File: config.mk
export PLATFORM = sky130hd
export DESIGN_NAME = comp_seq_flat
export DESIGN_NICKNAME = d
export VERILOG_FILES = /design/src/rtl/comp_pkg.sv /design/src/rtl/comp_seq_if.sv /design/src/rtl/comp_chunk.sv /design/src/rtl/comp_seq.sv /design/src/flat_wrapper.sv
export SDC_FILE = /design/constraint.sdc
export NUM_CORES = 1
export LEC_CHECK = 0
export CORE_MARGIN = 5
export CORE_UTILIZATION = 52
export CTS_BUF_LIST = sky130_fd_sc_hd__clkbuf_8
export CTS_CLUSTER_DIAMETER = 30
export DETAILED_ROUTE_END_ITERATION = 6
export PLACE_DENSITY_LB_ADDON = 0.25
export SLEW_MARGIN = 10
export SYNTH_ARGS = -nofsm -noshare
export SYNTH_HDL_FRONTEND = slang
export SYNTH_SLANG_ARGS = --single-unit
File: constraint.sdc
create_clock -name clock -period 2.35 [get_ports clock]
set_input_delay 0.235 -clock clock [delete_from_list [all_inputs] [get_ports clock]]
set_output_delay 0.235 -clock clock [all_outputs]
set_load 0.005 [all_outputs]
File: src/rtl/comp_pkg.sv
// Shared types and constants for the sequential magnitude comparator.
// Holds the FSM state encoding, the counter-sizing helper and the default chunk width.
package comp_pkg;

   localparam int DEF_CHUNK = 2;

   typedef enum logic [1:0] {
      IDLE = 2'd0,
      RUN  = 2'd1,
      FIN  = 2'd2
   } state_t;

   // Ceiling log2, used to size the chunk counter.
   function automatic int clog2(input int n);
      int r;
      int v;
      r = 0;
      v = 1;
      while (v < n) begin
         v = v * 2;
         r++;
      end
      return r;
   endfunction

endpackage

File: src/rtl/comp_seq_if.sv
// Request/response bundle of comp_seq: operands, mode and cascade inputs in,
// handshake and three-way result out.
interface comp_seq_if #(
   parameter int WIDTH = 32
);
   logic             start;
   logic [WIDTH-1:0] A;
   logic [WIDTH-1:0] B;
   logic             signed_mode;
   logic             EQ0;
   logic             GT0;
   logic             busy;
   logic             done;
   logic             EQ1;
   logic             GT1;
   logic             LT1;

   modport master (
      output start, A, B, signed_mode, EQ0, GT0,
      input  busy, done, EQ1, GT1, LT1
   );

   modport slave (
      input  start, A, B, signed_mode, EQ0, GT0,
      output busy, done, EQ1, GT1, LT1
   );
endinterface

File: src/rtl/comp_chunk.sv
// Combinational cascade cell: folds one CHUNK-bit slice into a running eq/gt verdict.
// The first differing slice (from the MSB side) decides; later slices cannot override it.
module comp_chunk
   import comp_pkg::*;
#(
   parameter int CHUNK = DEF_CHUNK
) (
   input  logic [CHUNK-1:0] a,
   input  logic [CHUNK-1:0] b,
   input  logic             eq_in,
   input  logic             gt_in,
   output logic             eq_out,
   output logic             gt_out
);

   logic w_diff;

   assign w_diff = (a != b);
   assign eq_out = eq_in & ~w_diff;
   assign gt_out = (eq_in & w_diff) ? (a > b) : gt_in;

endmodule

File: src/rtl/comp_seq.sv
// Multi-cycle cascadable magnitude comparator, CHUNK bits per clock, MSB chunk first.
// Define COMP_EARLY_EXIT_EN to finish as soon as the verdict is known (results unchanged).
module comp_seq
   import comp_pkg::*;
#(
   parameter int WIDTH = 32,
   parameter int CHUNK = DEF_CHUNK
) (
   input  logic       clock,
   input  logic       reset,
   comp_seq_if.slave  bus
);

   localparam int             NCH  = WIDTH / CHUNK;
   localparam int             CW   = (clog2(NCH) < 1) ? 1 : clog2(NCH);
   localparam logic [CW-1:0]  LAST = CW'(NCH - 1);

   state_t           r_state;
   state_t           w_next;
   logic [WIDTH-1:0] r_a;
   logic [WIDTH-1:0] r_b;
   logic             r_eq;
   logic             r_gt;
   logic [CW-1:0]    r_cnt;
   logic             r_eq1;
   logic             r_gt1;
   logic             r_lt1;

   logic             w_accept;
   logic             w_last;
   logic             w_exit;
   logic             w_eq_out;
   logic             w_gt_out;
   logic [WIDTH-1:0] w_sign_flip;

   assign w_accept    = bus.start & (r_state != RUN);
   // Flipping both MSBs maps two's-complement order onto unsigned order.
   assign w_sign_flip = {bus.signed_mode, {(WIDTH-1){1'b0}}};

   // Operands shift left each RUN edge, so the active chunk is always the top slice.
   comp_chunk #(.CHUNK(CHUNK)) u_chunk (
      .a      (r_a[WIDTH-1 -: CHUNK]),
      .b      (r_b[WIDTH-1 -: CHUNK]),
      .eq_in  (r_eq),
      .gt_in  (r_gt),
      .eq_out (w_eq_out),
      .gt_out (w_gt_out)
   );

   assign w_last = (r_cnt == LAST);
`ifdef COMP_EARLY_EXIT_EN
   assign w_exit = w_last | ~w_eq_out;
`else
   assign w_exit = w_last;
`endif

   // NOTE: sequential state uses non-blocking assignments so every register samples pre-edge values.
   always_ff @(posedge clock) begin
      if (reset) r_state <= IDLE;
      else       r_state <= w_next;
   end

   // NOTE: default assignment first, so no path through this block leaves w_next unassigned (no latch).
   always_comb begin
      w_next = r_state;
      case (r_state)
         IDLE:    if (bus.start) w_next = RUN;
         RUN:     if (w_exit)    w_next = FIN;
         FIN:     w_next = bus.start ? RUN : IDLE;
         default: w_next = IDLE;
      endcase
   end

   always_comb begin
      bus.busy = (r_state == RUN);
      bus.done = (r_state == FIN);
   end

   // NOTE: operand registers carry no reset; they are always loaded before being consumed.
   always_ff @(posedge clock) begin
      if (w_accept) begin
         r_a <= bus.A ^ w_sign_flip;
         r_b <= bus.B ^ w_sign_flip;
      end else if (r_state == RUN) begin
         r_a <= r_a << CHUNK;
         r_b <= r_b << CHUNK;
      end
   end

   always_ff @(posedge clock) begin
      if (reset) begin
         r_eq  <= 1'b0;
         r_gt  <= 1'b0;
         r_cnt <= '0;
         r_eq1 <= 1'b0;
         r_gt1 <= 1'b0;
         r_lt1 <= 1'b0;
      end else if (w_accept) begin
         r_eq  <= bus.EQ0;
         r_gt  <= bus.GT0;
         r_cnt <= '0;
      end else if (r_state == RUN) begin
         r_eq  <= w_eq_out;
         r_gt  <= w_gt_out;
         r_cnt <= r_cnt + 1'b1;
         if (w_exit) begin
            r_eq1 <= w_eq_out;
            r_gt1 <= ~w_eq_out & w_gt_out;
            r_lt1 <= ~w_eq_out & ~w_gt_out;
         end
      end
   end

   assign bus.EQ1 = r_eq1;
   assign bus.GT1 = r_gt1;
   assign bus.LT1 = r_lt1;

endmodule

File: src/flat_wrapper.sv
// flat-port wrapper written by rule: the top's interface ports become plain ports
module comp_seq_flat import comp_pkg::*;
#(
   parameter int WIDTH = 32,
   parameter int CHUNK = DEF_CHUNK
)
  (clock, reset, bus_start, bus_A, bus_B, bus_signed_mode, bus_EQ0, bus_GT0, bus_busy, bus_done, bus_EQ1, bus_GT1, bus_LT1);
  comp_seq_if #(.WIDTH(WIDTH)) bus_i ();
  input  logic clock;
  input  logic reset;
  input wire logic [$bits(bus_i.start)-1:0] bus_start;
  input wire logic [$bits(bus_i.A)-1:0] bus_A;
  input wire logic [$bits(bus_i.B)-1:0] bus_B;
  input wire logic [$bits(bus_i.signed_mode)-1:0] bus_signed_mode;
  input wire logic [$bits(bus_i.EQ0)-1:0] bus_EQ0;
  input wire logic [$bits(bus_i.GT0)-1:0] bus_GT0;
  output wire logic [$bits(bus_i.busy)-1:0] bus_busy;
  output wire logic [$bits(bus_i.done)-1:0] bus_done;
  output wire logic [$bits(bus_i.EQ1)-1:0] bus_EQ1;
  output wire logic [$bits(bus_i.GT1)-1:0] bus_GT1;
  output wire logic [$bits(bus_i.LT1)-1:0] bus_LT1;
  assign bus_i.start = bus_start;
  assign bus_i.A = bus_A;
  assign bus_i.B = bus_B;
  assign bus_i.signed_mode = bus_signed_mode;
  assign bus_i.EQ0 = bus_EQ0;
  assign bus_i.GT0 = bus_GT0;
  assign bus_busy = bus_i.busy;
  assign bus_done = bus_i.done;
  assign bus_EQ1 = bus_i.EQ1;
  assign bus_GT1 = bus_i.GT1;
  assign bus_LT1 = bus_i.LT1;
  comp_seq #(.WIDTH(WIDTH), .CHUNK(CHUNK)) u_core (.clock(clock), .reset(reset), .bus(bus_i));
endmodule
* Yosys cells after proc, flatten, opt, wreduce, memory -nomap -nowiden
Cells that the tools add are included.
** Operators by class
- Mux-type cells :: 13
- Shifts and indexed selects :: 0
- Reduce and logical (&&, ||, !) cells :: 5
- $lt $le $gt $ge :: 1
- Divide/modulo/power cells :: 0
- Bitwise logic cells :: 11
- Multiply operators :: 0
- Add/sub/neg operators :: 1
- Eq/ne operators :: 7
** Operators by type and width (number)
- 32-bit 2-to-1 mux :: 4
- 32-bit bitwise XOR :: 2
- 1-bit 2-to-1 mux :: 6
- 2-bit case mux with 3 select lines :: 1
- 1-bit bitwise AND :: 5
- 4-bit by 1-bit adder with 4-bit output (second input constant) :: 1
- 4-bit equality test (second input constant) :: 1
- 2-bit 2-to-1 mux :: 2
- 2-bit by 1-bit inequality test with 1-bit output (second input constant) :: 2
- 1-bit NOT :: 4
- 3-bit AND reduction :: 1
- 2-bit by 1-bit equality test with 1-bit output (second input constant) :: 1
- 2-bit equality test (second input constant) :: 1
- 2-bit greater-than comparator :: 1
- 2-bit logical NOT :: 1
- 2-bit inequality test :: 1
- 2-bit inequality test (second input constant) :: 1
- 2-bit AND reduction :: 1
- 2-bit nonzero test :: 1
- 2-bit OR reduction :: 1
** Storage, ports and cells
- Output and inout port bits :: 5
- Word-level logic and storage cells :: 47
- Memory bits (read-only) :: 0
- Bits in registers :: 75
- Bits in latches :: 0
- Memories :: 0
- Memory bits (writable) :: 0
- Input bits :: 70

* Logic depth before layout (Yosys ltp)
- Depth after elaboration :: 5
- Gate-level depth with buffers :: 6

* Cells and area by module
From an unflattened synthesis, not the netlist that was laid out.
** Second synthesis, totals
- Cell total of the unflattened synthesis :: 205
- Area total of the unflattened synthesis :: 3330.7 µm²
** Modules (own cells, without submodules)
- comp_seq :: cells each 194, seq. area each 2142.1 µm², instances 1, area each 3263.1 µm²
- comp_chunk :: cells each 11, seq. area each 0.0 µm², instances 1, area each 67.6 µm²

* Worst setup path before layout
OpenSTA, ideal clock, no wires.
- Kind :: flip-flop to flip-flop
- Start point :: register u_core.r_state[0]
- End point :: register u_core.r_a[0], enable pin
- Path buffers :: 0
- Data required time :: 1955 ps
- Stages on the path, launching flop included :: 3
- Arrival :: 1384 ps
- Setup slack :: 572 ps
- Setup time :: 395 ps
- Cells stage by stage :: dfxtp_1 -> nor2b_4 -> or2_2
** On the way
- Cells in the longest elaborated chain, start to end :: 3
- Elaborated cells between the ends (all ways) :: 4
** Ends and longest elaborated chain
- start: declaration :: line comp_seq.sv:18 : state_t r_state;
- start signal: assignment :: line comp_seq.sv:60 : else r_state <= w_next;
- 2-bit by 1-bit inequality test with 1-bit output :: line comp_seq.sv:36 : assign w_accept = bus.start & (r_state != RUN);
- 1-bit bitwise AND :: line comp_seq.sv:36
- 2-bit nonzero test (no source line) *
- end signal: assignment :: line comp_seq.sv:82 : r_a <= bus.A ^ w_sign_flip;
- end signal: assignment :: line comp_seq.sv:85 : r_a <= r_a << CHUNK;
- end: declaration :: line comp_seq.sv:20 : logic [WIDTH-1:0] r_a;
Mark *: on every way between the ends. The rest lies on a longest branch, timed or not.
A chain may end at the register's enable or synchronous reset.

* Worst setup path in the final report
- Start point :: register u_core.r_state[0]
- End point :: output bus_busy
** On the way
- Cells in the longest elaborated chain, start to end :: 1
** Ends and longest elaborated chain
- 2-bit by 1-bit equality test with 1-bit output :: line comp_seq.sv:75 : bus.busy = (r_state == RUN);
- end: declaration :: line flat_wrapper.sv:17 : output wire logic [$bits(bus_i.busy)-1:0] bus_busy;
Every way passes these cells.

==> impl_metrics.ini <==
[run_status]
run_status = completed

[synthesis]
synth_top_area_share_pct = 58.5
yosysSeqAreaShare_pct = 65.2
ys_ff_latch = 75
synth_nets = 395
synthesis.area_um2 = 3280
yosysUniqueCellTypes = 35
synthesis.instances = 322
yosysTopAreaCell = edfxtp_1
synthArstFlopShare_pct = 0
avgSynthCellArea_um2 = 10.2
synth-edff-count = 64
synth_area_leaders = edfxtp_1, nand2_1, dfxtp_1
ys_warn_count = 0
ys.flop_type = edfxtp_1

[cts]
max-clock-path-buffers = 2
cts-htree-levels = 3
clock_latency_ns = 0.34
cts_tree = built
cts.repair.resized = 0
clkTransAtPathRegs_ns = 0.08
clock-sinks = 75
post-cts-setup-buffers = 0
numCtsBuffers = 9
clock-root-buffer = clkbuf_8
cts_hold_buf = 0

[timing]
period_share_pct = 79.1
final-setup-viol-count = 0
fin_skew_ns = 0.0131
hold_viol = 0
slew_viol_final = 0
tightest_slew_ns = 0.416
finalSetupTns_ns = 0
fin_ws_ns = 0.492
max-slew-margin-rel_pct = 72.2
clock.fmax_ghz = 0.538
holdWs_ns = 0.498
period_minus_slack_ns = 1.86
rsz0062_at_grt = false

[route]
antenna_left = 0
vias_per_cell = 4.90
dr.first_iter.drc_count = 104
drc = 0
drt_wl_total_mm = 6.54
first_pass_iters = 4
routedWlPerCell_um = 13.7
vias = 2342

[min_path]
min_path_type = register to register
hold-path-cell-count = 2

[power_and_ir_drop]
p_leak_uw = 0.00186
p_comb_share_pct = 13.1
power_frac_clock_pct = 35.2
peakVddDrop_v = 0.000384
p_int_uw = 2540
switchingPower_uw = 720
p_per_area_nw_per_um2 = 753
switching_share_pct = 22.1
pwr-share-seq_pct = 51.7
power_uw = 3260

[floorplanning]
core_area_um2 = 6240
num_rows = 29
initial_core_util_pct = 52.6
die_w_um = 89.5
die_h_um = 89.5
ios = 75
die_area_um2 = 8010

[global_route]
grt_max_degree = 67
grtUsageTotal_pct = 17.1
grt_pass1_wl_mm = 10.2
grt_overflow = 0
antenna_found_initial = 0
grt_pass1_vias = 2271

[critical_path]
required_ns = 2.12
startpoint_type = register
cp-end-kind = output port
cp.arrival_ns = 1.62
cp_max_fo = 13
rr_worst_depth = 5
crit_type = register to output port

[finish]
design_area_um2 = 4330
drive_gt1_share_pct = 6.23
diodes = 0
fillers = 489
syn_to_final_growth_pct = 31.8
num-nets-final = 470

[placed_design]
place_congestion = 0.778
post-place-ws_ns = 0.462
hpwl_mm = 4.35
io_buffer_count = 74
place_area_um2 = 4100

[job]
cap_violations = 0
==> per-stage QoR <==
step,cells,utilization [%]
floorplan,322,-
global placement,463,65.7
detailed placement,463,65.7
CTS,478,69.3
global route,478,69.3
finish,478,69.3
==> sequential cells by signal, indices dropped and copies added, names as in the netlist <==
name / count
u_core.r_gt: 1
u_core.r_cnt: 4
u_core.bus.LT1: 1
u_core.r_eq: 1
u_core.r_state: 2
u_core.r_b: 32
u_core.r_a: 32
u_core.bus.EQ1: 1
u_core.bus.GT1: 1
==> Yosys cell counts (3+ instances only) <==
cell / instances
nand2_1: 179
and2_1: 4
nor3_1: 4
ha_1: 3
nor2_1: 4
o21ai_1: 3
inv_1: 5
dfxtp_1: 11
edfxtp_1: 64
xnor2_1: 3
nand3_1: 3
buf_2: 5
mux2i_1: 3
a21oi_1: 3
buf_4: 7
==> layout by cell type (no fill, tap or decap), types with 2 or more instances in the layout <==
cell,instances
a21oi_1,3
and2_1,4
nor2_1,4
o21ai_1,3
nand3_1,3
nand2_1,179
inv_1,5
clkbuf_8,9
mux2i_1,3
buf_12,2
clkinv_1,2
ha_1,3
edfxtp_1,64
buf_4,4
nor3_1,4
xnor2_1,3
bufinv_16,3
clkdlybuf4s50_1,74
nor2b_4,2
dfxtp_1,11
==> area by class of cell <==
| class | instances | area (um^2) | share of cell area, % |
|---|---|---|---|
| well taps | 77 | 96.3 | 2.23 |
| flip-flops and latches | 75 | 2140 | 49.5 |
| clock buffers | 9 | 124 | 2.86 |
| repair buffers | 80 | 811 | 18.7 |
| inverters | 5 | 18.8 | 0.434 |
| multi-input cells | 226 | 1030 | 23.8 |
| clock inverters | 6 | 105 | 2.43 |
==> power groups by stage <==
stage	Sequential (uW)	Combinational, uW	Clock [uW]
global placement	1710	417	0
floorplan	1700	248	0
CTS	1690	435	1160
finish	1680	427	1150
detailed placement	1710	431	0
global route	1700	484	1230
==> cell families after synthesis <==
group	after synthesis	share of synthesized area, %
flops	75	65.2
xor+xnor	4	1.07
compound gates	13	2.90
simple gates	202	24.8
mux	4	1.26
fa+ha+maj	3	1.14
buf+inv	21	3.62
==> metal layers <==
layer | global-route usage [%] | up-vias | part of all wire, %
met2 | 27.8 | 67 | 50
met3 | 4.33 | 9 | 6.4
met5 | 0 | - | 0
met1 | 22.0 | 1058 | 42
li1 | - | 1208 | -
met4 | 7.04 | 0 | 1.1
==> critical path: stages, from the launching register on <==
cell and delay (ns):
dfxtp_1 0.36, nor2b_4 0.17, buf_4 0.22, clkdlybuf4s50_1 0.53
==> path summary, 6_finish.rpt <==
path | startpoint | endpoint | slack [ns]
worst min register to register | u_core.bus.EQ1 | u_core.bus.EQ1 | 0.50
worst min-delay path | u_core.bus.EQ1 | u_core.bus.EQ1 | 0.50
worst max-delay path | u_core.r_state[0] | bus_busy | 0.49
worst max register to register | u_core.r_state[0] | u_core.r_a[31] | 0.77
Power figures use the tool's default switching activity.
